File: src/rtl/uart_rx_deserializer.sv
// uart_rx_deserializer: oversampling UART receive front end (start detect, LSB-first shift, parity/stop check)
module uart_rx_deserializer #(
    parameter int DATA_WIDTH = 8,
    parameter int OVERSAMPLE = 16
) (
    input  logic                  clk,
    input  logic                  rst_n,
    input  logic                  baud_tick,
    input  logic                  rx_in,
    input  logic                  rx_enable,
    input  logic                  parity_en,
    input  logic                  parity_odd,
    input  logic                  stop_bits2,
    output logic [DATA_WIDTH-1:0] rx_data,
    output logic                  rx_valid,
    output logic                  parity_err,
    output logic                  frame_err,
    output logic                  break_det,
    output logic                  rx_busy
);
    localparam int CW = $clog2(OVERSAMPLE);
    localparam int IW = $clog2(DATA_WIDTH + 1);
    localparam logic [CW-1:0] HALF_PT = CW'(OVERSAMPLE / 2 - 1);
    localparam logic [CW-1:0] FULL_PT = CW'(OVERSAMPLE - 1);
    localparam logic [IW-1:0] LAST_BIT = IW'(DATA_WIDTH - 1);

    typedef enum logic [2:0] {IDLE, START, DATA, PARITY, STOP} state_t;

    state_t                state;
    logic                  rx_s1;
    logic                  rxs;
    logic [CW-1:0]         cnt;
    logic [IW-1:0]         bit_idx;
    logic [DATA_WIDTH-1:0] shreg;
    logic                  par_en_l;
    logic                  par_odd_l;
    logic                  stop2_l;
    logic                  second;
    logic                  p_err;
    logic                  f_err;
    logic                  done;
    logic                  at_pt;

    assign at_pt = cnt == (state == START ? HALF_PT : FULL_PT);

    // two-flop synchronizer for the asynchronous line, idling high
    always_ff @(posedge clk or negedge rst_n)
        if (!rst_n) {rx_s1, rxs} <= 2'b11;
        else {rx_s1, rxs} <= {rx_in, rx_s1};

    // frame FSM; completion is staged through done so outputs update the clk after the last stop sample
    always_ff @(posedge clk or negedge rst_n) begin
        if (!rst_n) begin
            state      <= IDLE;
            cnt        <= '0;
            bit_idx    <= '0;
            shreg      <= '0;
            par_en_l   <= 1'b0;
            par_odd_l  <= 1'b0;
            stop2_l    <= 1'b0;
            second     <= 1'b0;
            p_err      <= 1'b0;
            f_err      <= 1'b0;
            done       <= 1'b0;
            rx_data    <= '0;
            rx_valid   <= 1'b0;
            parity_err <= 1'b0;
            frame_err  <= 1'b0;
            break_det  <= 1'b0;
            rx_busy    <= 1'b0;
        end else begin
            done     <= 1'b0;
            rx_valid <= done;
            if (done) begin
                rx_data    <= shreg;
                parity_err <= p_err;
                frame_err  <= f_err;
                break_det  <= f_err && shreg == '0;
            end
            if (!rx_enable) begin
                state   <= IDLE;
                cnt     <= '0;
                bit_idx <= '0;
                second  <= 1'b0;
                rx_busy <= 1'b0;
            end else if (baud_tick) begin
                if (state == IDLE) begin
                    if (!rxs) begin
                        state     <= START;
                        cnt       <= '0;
                        rx_busy   <= 1'b1;
                        par_en_l  <= parity_en;
                        par_odd_l <= parity_odd;
                        stop2_l   <= stop_bits2;
                        second    <= 1'b0;
                        p_err     <= 1'b0;
                        f_err     <= 1'b0;
                    end
                end else if (!at_pt) begin
                    cnt <= cnt + 1'b1;
                end else begin
                    cnt <= '0;
                    case (state)
                        START: begin
                            if (rxs) begin
                                state   <= IDLE;
                                rx_busy <= 1'b0;
                            end else begin
                                state   <= DATA;
                                bit_idx <= '0;
                            end
                        end
                        DATA: begin
                            shreg   <= {rxs, shreg[DATA_WIDTH-1:1]};
                            bit_idx <= bit_idx + 1'b1;
                            if (bit_idx == LAST_BIT) state <= par_en_l ? PARITY : STOP;
                        end
                        PARITY: begin
                            p_err <= rxs != (^shreg ^ par_odd_l);
                            state <= STOP;
                        end
                        STOP: begin
                            if (!rxs) f_err <= 1'b1;
                            if (stop2_l && !second) begin
                                second <= 1'b1;
                            end else begin
                                state   <= IDLE;
                                rx_busy <= 1'b0;
                                done    <= 1'b1;
                            end
                        end
                        default: begin
                            state   <= IDLE;
                            rx_busy <= 1'b0;
                        end
                    endcase
                end
            end
        end
    end
endmodule

File: config.mk
export PLATFORM = sky130hd
export DESIGN_NAME = uart_rx_deserializer
export DESIGN_NICKNAME = d
export VERILOG_FILES = /design/src/rtl/uart_rx_deserializer.sv
export SDC_FILE = /design/constraint.sdc
export NUM_CORES = 1
export LEC_CHECK = 0
export BUFFER_PORTS_ARGS = -buffer_cell sky130_fd_sc_hd__buf_2
export CAP_MARGIN = 20
export CORE_UTILIZATION = 40
export DETAILED_ROUTE_END_ITERATION = 10
export GPL_ROUTABILITY_DRIVEN = 1
export PLACE_DENSITY = 0.56
export SYNTH_ARGS = -nofsm -noshare
export SYNTH_HDL_FRONTEND = slang
export SYNTH_SLANG_ARGS = --single-unit
File: constraint.sdc
create_clock -name clk -period 1.65 [get_ports clk]
set_input_delay 0.0825 -clock clk [delete_from_list [all_inputs] [get_ports clk]]
set_output_delay 0.0825 -clock clk [all_outputs]
set_load 0.01 [all_outputs]
==> metrics list <==
- Max-capacitance violation count: 0
- Entering global routing, the biggest net connects 23 pins.
* Iter 0 DRT Violations: 52
- Kind of end point of the critical path: flop
* Final critical delay including setup and external delays: 1639 ps
* Core Area: 0.004848 mm^2
* Starting Density: 42.89%
- Post-route antenna net violation count: 0
* Pre-antenna DRT Iters: 4
- The most critical setup path has its endpoint at rx_busy.
- Yosys mapped a number of flops with a built-in enable equal to 0.
- Area leader, netlist: dfrtp_1
* Aggregate routed wire length: 4302 um
- Power spread over the standard cell area amounts to 809.8 mW/mm^2.
- Total I/O pin count: 21
- Final-layout fill cell count: 426
* Antenna diode count: 0
- Most common library cells after synthesis: dfrtp_1 (39), inv_1 (14), mux2i_1 (13), nand2_1 (13), mux2_2 (10)
- RSZ-0062 raised after global routing: true
- Global placer's final weighted congestion: 0.8604
- The number of slew-limit violations in the final report is 0.
- DPL Wire Length: 3220 um
- Internal Pwr Total: 1.584 mW
- Leakage: 1.326 nW
- Minimum hold slack: 12.40 ps
- After detailed placement, the total cell area comes to 0.002377 mm^2.
* Final-report hold violation count: 0
- In the global route stage, overall resource usage came out at 17.27%.
* Reg2reg path depth: 4
* Start-to-end type of the worst setup path: flop to flop
* Layout overhead on the synthesized area: 22.86%
- Crit Reg-Reg Endpoint: rx_busy
- In this run the deepest clock path goes through 2 buffers.
* Wire length of the first global-routing pass: 6955 um
* Highest clock rate: 610.1 MHz
- Number of nets in the synthesized netlist: 198
- The critical path goes through or4b_4 -> a21oi_4 -> o221ai_1 -> a31o_1.
- For the pin with the worst max-slew slack, the measured transition is 518.8 ps.
- STA puts the critical path data required time at 1840 ps.
- The synthesized design devotes to its leading area cell type 46.93% of total area.
- Max rail drop VDD: 0.0003572 V
- The synthesized netlist occupies a cell area of 0.002079 mm^2.
* Dominant cell by count in the synthesized netlist: dfrtp_1
* Number of core rows: 25
- The analysis attributes to net switching a power of 0.4850 mW.
- Warning count from the yosys run: 0
* Gate power share: 11.1%
- Worst slew margin relative to its limit: 65.42%
- Synthesis produced a netlist whose cell count is 184.
- On the critical path, the stage with the largest delay is an instance of or4b_4.
- For this run, the slowest stage of the critical path takes 560 ps.
* Die Ht: 74.10 um
- Skew-Pair Late Insertion Delay: 290 ps
- Full die area: 0.005491 mm^2
* Final nets: 243
- Share of synthesized flip-flops with an asynchronous set or reset: 100.0%
* Number of different library cells in the post-synthesis netlist: 50
- Total chip power: 2.069 mW
- The detailed router placed 1528 vias in this run.
* Number of synthesized register bits: 41
- In this run the worst hold path is classified as primary input to flop.
- Once layout is done, the placed cells without fillers occupy 0.002555 mm^2.
- In this run switching power makes up 23.44% of total power.
- Sequential cell fraction of total power: 51.2%
- Finished Layout Cells: 296
- Syn_area_per_cell: 11.30 um^2
* Type of origin of the critical path: flop
- Avg Vias per Cell: 5.162
* Placed Cells incl. Taps: 284
* Final period util: 99.33%
- Arrival @ worst endpoint: 1830 ps
- Clk sinks: 41
- In this run the tool buffered the top-level ports with 20 buffer cells.
- The flow ran to the end, and the final reports show no timing, DRC or antenna violations.
- DIE WIDTH: 74.10 um
- Via count of the first global-routing pass: 1503
- In the routed design, unresolved DRC markers number 0.
* Worst R2R Start: state[2]
- Most instantiated flip-flop cell in the synthesis netlist: dfrtp_1
- Setup violations remaining at the end of the flow were counted as 0.
- The number of antenna violations at the first check in global routing came to 0.
- Largest clock skew in the final design: 4.239 ps
- Once layout is complete, the utilization of the core stands at 52.70%.
* H-tree lvl count: 2
- After global routing the overflow that remains totals 0.
- The post-route netlist has 35.37% of its cells at a drive strength greater than 1.
- The clock network accounts for 37.7% of the total power.
- TritonCTS built the clock tree.
- Routed length per instance: 14.53 um
- Post-synthesis sequential area ratio: 49.46%
- The cell sitting at the root of the clock tree is a clkbuf_8.
- By area the synthesized netlist is led by dfrtp_1 (47%), mux2i_1 (6.3%), mux2_2 (5.4%), ha_1 (3.6%), dfstp_2 (2.5%).
* Number of buffers created by CTS: 5
- Worst-path clk slew: 80 ps
- Register-to-register setup slack: 10 ps
- Beginning of the critical path: state[2]
- Peak fanout along the critical path: 6
==> metal layers <==
layer / part of all wire [%] / global-route usage (%) / vias up
li1: - / - / 745
met1: 44 / 20.36 / 743
met2: 52 / 30.51 / 36
met3: 3.2 / 3.794 / 4
met4: 1.0 / 6.838 / 0
met5: 0 / 0 / -
==> how the worst min path moves through the flow <==
stage	from	end	slack, ps	cells after the start
floorplan	rst_n	bit_idx[0]	-210	0
global placement	rst_n	shreg[0]	80	1
detailed placement	rst_n	rx_data[0]	80	1
CTS	stop_bits2	stop2_l	1	2
global route	parity_odd	par_odd_l	9	2
finish	stop_bits2	stop2_l	10	2
==> registers in the layout (all words and copies together) (netlist names), 3 cells and up <==
| register | cells |
|---|---|
| bit_idx | 4 |
| cnt | 4 |
| rx_data | 8 |
| shreg | 8 |
| state | 3 |
==> placed cells by master (no fill, tap or decap), types with 6 or more instances in the layout <==
master,instances
buf_2,20
buf_4,23
dfrtp_1,36
ha_1,6
inv_1,14
mux2_2,10
mux2i_1,13
nand2_1,13
o21ai_1,7
xnor2_1,6
==> per-stage QoR <==
step | setup slack (ps) | TNS [ps]
floorplan | 51.56 | 0
global placement | -0.9496 | -0.9951
detailed placement | -5.198 | -5.198
CTS | -2.285 | -2.285
global route | -22.76 | -90.08
finish | 10.99 | 0
==> cells by family (layout without fill, tap and decap cells) <==
| kind of cell | after synthesis | after routing | synth area share (%) |
|---|---|---|---|
| buffers and inverters | 23 | 68 | 5.415 |
| xor gates and xnor gates | 8 | 8 | 3.370 |
| AOI/OAI and AO/OA | 33 | 33 | 10.83 |
| and+or+nand+nor | 48 | 48 | 14.56 |
| adders and majority gates | 6 | 6 | 3.610 |
| DFF | 41 | 41 | 49.46 |
| muxes | 25 | 25 | 12.76 |
==> power by group through the flow <==
stage	Sequential [mW]	Combinational, mW	Clock (mW)
floorplan	1.07	0.130	0
detailed placement	1.08	0.210	0
global placement	1.08	0.208	0
finish	1.06	0.229	0.780
global route	1.06	0.251	0.855
CTS	1.06	0.225	0.808
==> critical path: cells and delay by family, from the launching register on <==
family / cells / cell delay (ps)
AND/OR/NAND/NOR: 1 / 560
flip-flops: 1 / 450
AO/OA/AOI/OAI: 3 / 530
==> final cells by class <==
| class | count | area (um^2) | area share [%] |
|---|---|---|---|
| Sequential cell | 41 | 1032 | 40.40 |
| Multi-Input combinational cell | 120 | 965.9 | 37.81 |
| Timing Repair Buffer | 46 | 312.8 | 12.24 |
| Tap cell | 67 | 83.83 | 3.281 |
| Clock buffer | 5 | 68.82 | 2.693 |
| Inverter | 15 | 56.30 | 2.204 |
| Clock inverter | 2 | 35.03 | 1.371 |
==> what timing repair did <==
| action | 4_1_cts | 5_1_grt |
|---|---|---|
| resized for setup | 3 | 5 |
| hold buffers | 2 | 0 |
| pin swaps | 2 | 2 |
| hold endpoints to repair | 22 | 0 |
| buffers inserted | 2 | 1 |
| setup endpoints to repair | 3 | 19 |
(Power assumes the default switching activity.)
